## src/rtl/key_entry_pkg.sv

```systemverilog
// ---------------------------------------------------------------------------
// key_entry_pkg
// Shared definitions for the keypad entry block:
//   - debounce FSM state encoding
//   - special key codes ('*' and '#')
//   - entry limits (digit count and numeric ceiling)
//   - small helpers for digit classification and the x10 accumulate
// ---------------------------------------------------------------------------
package key_entry_pkg;

  // Debounce FSM states
  typedef enum logic [1:0] {
    ST_IDLE         = 2'b00,
    ST_PRESS_WAIT   = 2'b01,
    ST_HELD         = 2'b10,
    ST_RELEASE_WAIT = 2'b11
  } deb_state_t;

  // Key code classes seen by the accumulator
  typedef enum logic [1:0] {
    KC_DIGIT = 2'b00,
    KC_STAR  = 2'b01,
    KC_HASH  = 2'b10,
    KC_NONE  = 2'b11
  } key_class_t;

  localparam logic [3:0]  KEY_STAR    = 4'b1010;
  localparam logic [3:0]  KEY_HASH    = 4'b1011;
  localparam logic [2:0]  MAX_DIGITS  = 3'd5;
  localparam logic [19:0] ENTRY_LIMIT = 20'd65535;

  // Classify a raw scanner code
  function automatic key_class_t classify_key(input logic [3:0] code);
    key_class_t kc;
    if (code <= 4'd9) begin
      kc = KC_DIGIT;
    end else if (code == KEY_STAR) begin
      kc = KC_STAR;
    end else if (code == KEY_HASH) begin
      kc = KC_HASH;
    end else begin
      kc = KC_NONE;
    end
    return kc;
  endfunction

  // entry*10 + digit carried at 20 bits so the range compare sees the
  // untruncated result (worst case 65535*10+9 fits in 20 bits)
  function automatic logic [19:0] mac10(input logic [15:0] acc,
                                        input logic [3:0]  digit);
    return ({4'b0000, acc} * 20'd10) + {16'h0000, digit};
  endfunction

endpackage

```

## src/rtl/key_entry_debounce.sv

```systemverilog
// ---------------------------------------------------------------------------
// key_debounce
// Synchronizes the raw key-activity flag and debounces it with a
// four-state FSM. Emits a single-cycle 'press' pulse in the cycle in which
// the FSM leaves PRESS_WAIT for HELD; the pulse is decoded from registered
// state only, so it is glitch-free.
//
// Ports
//   clk           in   system clock
//   rst_n         in   synchronous active-low reset
//   key_pad_flag  in   raw, possibly bouncing key-held flag
//   press         out  one-cycle pulse per debounced press
// ---------------------------------------------------------------------------
module key_debounce
  import key_entry_pkg::*;
#(
  parameter int unsigned DEBOUNCE_CYCLES = 1000
) (
  input  logic clk,
  input  logic rst_n,
  input  logic key_pad_flag,
  output logic press
);

  localparam logic [15:0] CNT_LAST = 16'(DEBOUNCE_CYCLES - 1);

  logic       sync_meta;
  logic       sync_flag;
  deb_state_t state;
  deb_state_t state_next;
  logic [15:0] cnt;
  logic [15:0] cnt_next;

  // Two-flop synchronizer for the raw flag
  always_ff @(posedge clk) begin
    if (!rst_n) begin
      sync_meta <= 1'b0;
      sync_flag <= 1'b0;
    end else begin
      sync_meta <= key_pad_flag;
      sync_flag <= sync_meta;
    end
  end

  // FSM state and debounce counter registers
  always_ff @(posedge clk) begin
    if (!rst_n) begin
      state <= ST_IDLE;
      cnt   <= 16'd0;
    end else begin
      state <= state_next;
      cnt   <= cnt_next;
    end
  end

  // Next-state, counter and press decode
  always_comb begin
    state_next = state;
    cnt_next   = cnt;
    press      = 1'b0;
    case (state)
      ST_IDLE: begin
        cnt_next = 16'd0;
        if (sync_flag) begin
          state_next = ST_PRESS_WAIT;
        end else begin
          state_next = ST_IDLE;
        end
      end
      ST_PRESS_WAIT: begin
        if (!sync_flag) begin
          state_next = ST_IDLE;
          cnt_next   = 16'd0;
        end else if (cnt == CNT_LAST) begin
          state_next = ST_HELD;
          cnt_next   = 16'd0;
          press      = 1'b1;
        end else begin
          cnt_next   = cnt + 16'd1;
        end
      end
      ST_HELD: begin
        // No auto-repeat: holding the key simply parks here.
        cnt_next = 16'd0;
        if (!sync_flag) begin
          state_next = ST_RELEASE_WAIT;
        end else begin
          state_next = ST_HELD;
        end
      end
      ST_RELEASE_WAIT: begin
        if (sync_flag) begin
          // Bounce during release: fall back to HELD, never a new press.
          state_next = ST_HELD;
          cnt_next   = 16'd0;
        end else if (cnt == CNT_LAST) begin
          state_next = ST_IDLE;
          cnt_next   = 16'd0;
        end else begin
          cnt_next   = cnt + 16'd1;
        end
      end
      default: begin
        state_next = ST_IDLE;
        cnt_next   = 16'd0;
      end
    endcase
  end

endmodule

```

## src/rtl/key_entry.sv

```systemverilog
// ---------------------------------------------------------------------------
// key_entry
// Keypad number entry. A debounced press captures the scanner code and, one
// cycle later, pulses key_strobe together with the effect of that key:
//   digit : append to the decimal entry if it stays <= 65535 and fewer than
//           five digits are present, otherwise pulse ovf_err
//   '*'   : clear the entry
//   '#'   : commit a non-empty entry to value (value_valid pulse), clear it
//   other : strobe only
//
// Ports
//   clk           in   system clock
//   rst_n         in   synchronous active-low reset
//   key_pad[3:0]  in   scanner key code
//   key_pad_flag  in   raw key-held flag
//   key_strobe    out  one-cycle pulse per accepted press
//   key_code[3:0] out  code captured at the last accepted press
//   entry[15:0]   out  binary value of the digits typed so far
//   digit_count   out  number of digits in entry (0..5)
//   value[15:0]   out  last committed number
//   value_valid   out  one-cycle pulse when value is updated
//   ovf_err       out  one-cycle pulse when a digit is rejected
// ---------------------------------------------------------------------------
module key_entry
  import key_entry_pkg::*;
#(
  parameter int unsigned DEBOUNCE_CYCLES = 1000
) (
  input  logic        clk,
  input  logic        rst_n,
  input  logic [3:0]  key_pad,
  input  logic        key_pad_flag,
  output logic        key_strobe,
  output logic [3:0]  key_code,
  output logic [15:0] entry,
  output logic [2:0]  digit_count,
  output logic [15:0] value,
  output logic        value_valid,
  output logic        ovf_err
);

  logic        press;
  key_class_t  key_class;
  logic [19:0] mac;
  logic        digit_ok;

  logic [15:0] entry_next;
  logic [2:0]  count_next;
  logic [15:0] value_next;
  logic        vv_next;
  logic        ovf_next;

  key_debounce #(
    .DEBOUNCE_CYCLES(DEBOUNCE_CYCLES)
  ) u_debounce (
    .clk         (clk),
    .rst_n       (rst_n),
    .key_pad_flag(key_pad_flag),
    .press       (press)
  );

  // Decode the effect of the code present at the press edge
  always_comb begin
    key_class  = classify_key(key_pad);
    mac        = mac10(entry, key_pad);
    digit_ok   = (digit_count < MAX_DIGITS) && (mac <= ENTRY_LIMIT);
    entry_next = entry;
    count_next = digit_count;
    value_next = value;
    vv_next    = 1'b0;
    ovf_next   = 1'b0;
    case (key_class)
      KC_DIGIT: begin
        if (digit_ok) begin
          entry_next = mac[15:0];
          count_next = digit_count + 3'd1;
        end else begin
          ovf_next   = 1'b1;
        end
      end
      KC_STAR: begin
        entry_next = 16'd0;
        count_next = 3'd0;
      end
      KC_HASH: begin
        // An empty entry is not committed.
        if (digit_count != 3'd0) begin
          value_next = entry;
          vv_next    = 1'b1;
          entry_next = 16'd0;
          count_next = 3'd0;
        end else begin
          vv_next    = 1'b0;
        end
      end
      KC_NONE: begin
        entry_next = entry;
      end
      default: begin
        entry_next = entry;
      end
    endcase
  end

  // Output registers; pulses default low every cycle so none can stretch
  always_ff @(posedge clk) begin
    if (!rst_n) begin
      key_strobe  <= 1'b0;
      key_code    <= 4'b0000;
      entry       <= 16'd0;
      digit_count <= 3'd0;
      value       <= 16'd0;
      value_valid <= 1'b0;
      ovf_err     <= 1'b0;
    end else begin
      key_strobe  <= 1'b0;
      value_valid <= 1'b0;
      ovf_err     <= 1'b0;
      if (press) begin
        key_strobe  <= 1'b1;
        key_code    <= key_pad;
        entry       <= entry_next;
        digit_count <= count_next;
        value       <= value_next;
        value_valid <= vv_next;
        ovf_err     <= ovf_next;
      end
    end
  end

endmodule

```

## config.mk

```make
export PLATFORM = sky130hd
export DESIGN_NAME = key_entry
export DESIGN_NICKNAME = d
export VERILOG_FILES = /design/src/rtl/key_entry_pkg.sv /design/src/rtl/key_entry_debounce.sv /design/src/rtl/key_entry.sv
export SDC_FILE = /design/constraint.sdc
export NUM_CORES = 1
export LEC_CHECK = 0
export BUFFER_PORTS_ARGS = -buffer_cell sky130_fd_sc_hd__buf_2
export CORE_ASPECT_RATIO = 1.4
export CORE_UTILIZATION = 40
export DETAILED_ROUTE_END_ITERATION = 8
export GPL_TIMING_DRIVEN = 0
export PLACE_DENSITY = 0.57
export SLEW_MARGIN = 40
export SYNTH_ARGS = -nofsm -noshare
export SYNTH_HDL_FRONTEND = slang
export SYNTH_SLANG_ARGS = --single-unit
```

## constraint.sdc

```tcl
create_clock -name clk -period 3.95 [get_ports clk]
set_input_delay 0.1975 -clock clk [delete_from_list [all_inputs] [get_ports clk]]
set_output_delay 0.1975 -clock clk [all_outputs]
set_load 0.1 [all_outputs]
```

==> results.md <==
Placed design:
- Once detailed placement completed, the half-perimeter wirelength came to between 7 and 8 mm.
- Including well taps, the total number of placed cells is 625.
- In this run the tool buffered the top-level ports with between 40 and 50 buffer cells.
- The routability congestion estimate from global placement is roughly 0.86.

Clocking:
- The largest buffer count on any clock path is 2.
- The number of CTS-inserted buffers is 9.
- The insertion delay of the later-clocked pin in the worst-skew pair is between 0.3 and 0.4 ns.
- After clock tree synthesis, the clock-pin slew on the worst setup and hold paths is approximately 0.06 ns.
- The clock tree from TritonCTS is done.
- The TritonCTS sink count is 62.
- CTS placed an instance of clkbuf_16 at the clock tree root.
- The number of H-tree levels is 3.
- In this run, post-CTS hold repair placed 0 buffers.

GRT:
- The largest net degree at the start of global routing is 13.
- The global-route congestion overflow total is 0.
- The first global-routing pass estimated between 15 and 20 mm of wire.
- The total routing resource utilization after global routing is about a fifth.
- The number of global-route vias before repair came to between 3,000 and 4,000.
- The initial antenna violation count is 0.

Timing:
- The measured slew at the worst slew-check pin is between 0.8 and 0.9 ns.
- For the final database, setup skew stands at around 0.0093 ns.
- Setup violations remaining at the end of the flow were counted as 0.
- The worst-case headroom to the max-slew limit is around 44%.
- The number of pins with negative max-slew slack in the final report is 0.
- The number of hold violations in the final report came to 0.
- Derived from the worst setup path, the maximum achievable clock frequency is about 0.26 GHz.
- Setup repair after global routing left no endpoint under its margin.
- After routing, the total negative slack on setup checks comes to 0 ns.
- After layout, the worst path uses ~96% of the clock period.
- The worst path in the final design needs a cycle of 3.80 ns, including I/O delays and setup.

Synth:
- The synthesized area per cell is approximately 9 um2.
- The dominant register cell in the synthesized netlist is dfxtp_1.
- After synthesis, the cell types taking the most area are dfxtp_1, ha_1, mux2i_1.
- The share of the Yosys chip area taken by registers is between 30% and 40%.
- The top cell type by area accounts for a little under a third of the synthesized area.
- The distinct cell type count after synthesis is 55.
- The number of nets in the synthesized netlist is 493.
- The cell area that synthesis handed to floorplanning was 4000 um2.
- Summed over all instances, the cell type with the most area after synthesis is dfxtp_1.
- In the synthesized netlist, the number of instances is around 450.
- The share of synthesized registers carrying an async set or reset is 0%.
- The number of enable flip-flop cells after synthesis is 0.
- The number of warnings issued by yosys is 0.
- The synthesized design contains 62 register bits.

Floorplan:
- From bottom edge to top edge, the die measures between 100 and 150 um.
- The floorplan die width is approximately 87 um.
- The area of the die is between 10,000 and 15,000 um2.
- During I/O placement, the number of pins put on the boundary was around 50.
- The number of cell rows is between 40 and 50.
- The core area is roughly 9600 um2.
- The starting density of the core is about two fifths.

Hold path:
- The startpoint identified for the worst hold timing path is key_pad_flag.
- The classification of the worst-slack hold path is in -> reg.

Final layout:
- The count of inserted antenna diode cells is 0.
- Leaving out fill and tap cells, the most frequent cells in the layout are dfxtp_1, buf_2, nand2_1.
- The final layout contains 560 nets.
- Of the cells placed in the final design, the portion with a size suffix greater than 1 is around a fifth.
- The most common library cell in the layout ignoring fill and taps is dfxtp_1.
- Compared with the post-synthesis result, the final layout area differs by 22.3%.
- The number of non-filler instances in the completed layout is 650.

Setup path:
- The launching instance or port of the critical path is entry[1].
- For the worst setup path, the data required time is 4.20 ns.
- STA classifies the critical path startpoint as a register.
- The startpoint identified for the worst register-to-register timing path is entry[1].
- The critical path capture point type is a register.
- The depth of the worst register-to-register path is 13.
- Along the worst path, the maximum fanout reaches 7.
- STA puts the critical path data arrival time at around 4.1 ns.
- Setup slack on the worst reg-to-reg path comes out at ~0.15 ns.
- The most critical setup path has its endpoint at entry[10].
- In this run the critical register-to-register path is captured at entry[10].
- By startpoint and endpoint, the worst setup path is classified as reg -> reg.

Routing:
- After detailed routing, the number of vias per cell comes to roughly 5.2.
- The first-pass detailed-route iteration total is 4.
- The first-iteration detailed-routing DRC count is about 110.
- The total via count after detailed routing is 3,360.
- The routed wirelength normalized by instance count is ~15 um.
- After detailed routing, the number of remaining DRC violations is 0.
- The final antenna-violating net count is 0.
- The sum of routed wire length over all layers is approximately 10 mm.

Run status:
- The run finished with clean final reports.

Power:
- In this run the power density over the cells is approximately 300 nW/um2.
- The worst voltage drop across the vdd grid is 0.188 mV.
- The leakage power figure is approximately 0.0022 uW.

Job:
- The max-cap violation count is 0.
==> layout make-up <==
type                    count  area, um2
plain buffers              16       85.1
clock buffers              10        229
clock inverters             6       63.8
fillers                   944       4670
inverters                  13       48.8
multi-input cells         355       2730
flip-flops and latches     62       1250
well taps                 132        165
repair buffers             56        320
==> worst min-delay path by stage <==
stage / end / slack [ns] / cells past startpoint
2_1_floorplan: u_debounce.sync_meta / 0.32 / 1
3_3_place_gp: u_debounce.sync_flag / 0.42 / 1
3_5_place_dp: u_debounce.sync_flag / 0.43 / 1
4_1_cts: u_debounce.sync_meta / 0.09 / 2
5_1_grt: u_debounce.sync_meta / 0.10 / 2
6_report: u_debounce.sync_meta / 0.1 / 2
==> critical path: stages, from the launching register on <==
cell and delay [ns]:
dfxtp_4 0.37, ha_4 0.25, ha_4 0.17, fa_2 0.41, a211o_1 0.37, a41oi_4 0.32, a21oi_2 0.11, mux2i_1 0.28
nand4_1 0.19, and4b_1 0.27, or2_4 0.28, a21oi_4 0.29, buf_4 0.19, mux2i_1 0.20
==> synth_stat cells, drive strengths merged (10+ instances only) <==
| master | number |
|---|---|
| a21o | 10 |
| a21oi | 17 |
| clkbuf | 13 |
| dfxtp | 62 |
| ha | 38 |
| inv | 13 |
| mux2i | 40 |
| nand2 | 45 |
| nand3 | 16 |
| nor2 | 30 |
| nor2b | 26 |
| nor3 | 13 |
| xnor2 | 17 |
| xor2 | 16 |
==> report_power, final <==
group          internal [uW]  total (uW)  switching, uW
Sequential               626         626          0.693
Clock                    486         775            289
Combinational           16.1        45.5           29.5
Total                   1130        1450            319
==> state kept, by name (all words and copies together), names as in the netlist, 3 cells and up, named ones only <==
signal	count
entry	16
key_code	4
value	16
digit_count	3
u_debounce.cnt	16
==> per-stage QoR <==
| step | area, um2 | total power [uW] | hold slack, ns | setup WS, ns | utilization [%] |
|---|---|---|---|---|---|
| 5_1_grt | 4900 | 1500 | 0.101 | 0.0255 | 51.2 |
| 3_3_place_gp | 4420 | 684 | 0.418 | -0.0518 | 46.2 |
| 2_1_floorplan | 4020 | 668 | 0.325 | 0.0493 | - |
| 3_5_place_dp | 4420 | 685 | 0.427 | -0.0735 | 46.2 |
| 6_report | 4900 | 1450 | 0.0984 | 0.149 | 51.2 |
| 4_1_cts | 4760 | 1460 | 0.0899 | 0.0163 | 49.8 |
==> metal layers <==
layer,share of wire [%],vias up,GRT usage [%]
li1,-,1720,-
met1,43,1559,21.7
met2,51,52,35.4
met3,2.7,29,3.89
met4,3.2,0,9.69
met5,0,-,0
==> repair_timing <==
item / CTS / global route
endpoints found under the setup margin: 10 / 18
buffers inserted: 4 / 4
resized for setup: 2 / 12
cloned: 0 / 1
pin swaps: 2 / 10
==> logic make-up after synthesis <==
logic type | Yosys count | synth area share, %
muxes | 40 | 10.0
DFF | 62 | 31.0
adders and majority gates | 40 | 12.9
buffers and inverters | 29 | 3.34
and+or+nand+nor | 184 | 24.7
AOI/OAI and AO/OA | 58 | 10.7
xor gates and xnor gates | 33 | 7.41
(Power assumes the default switching activity.)
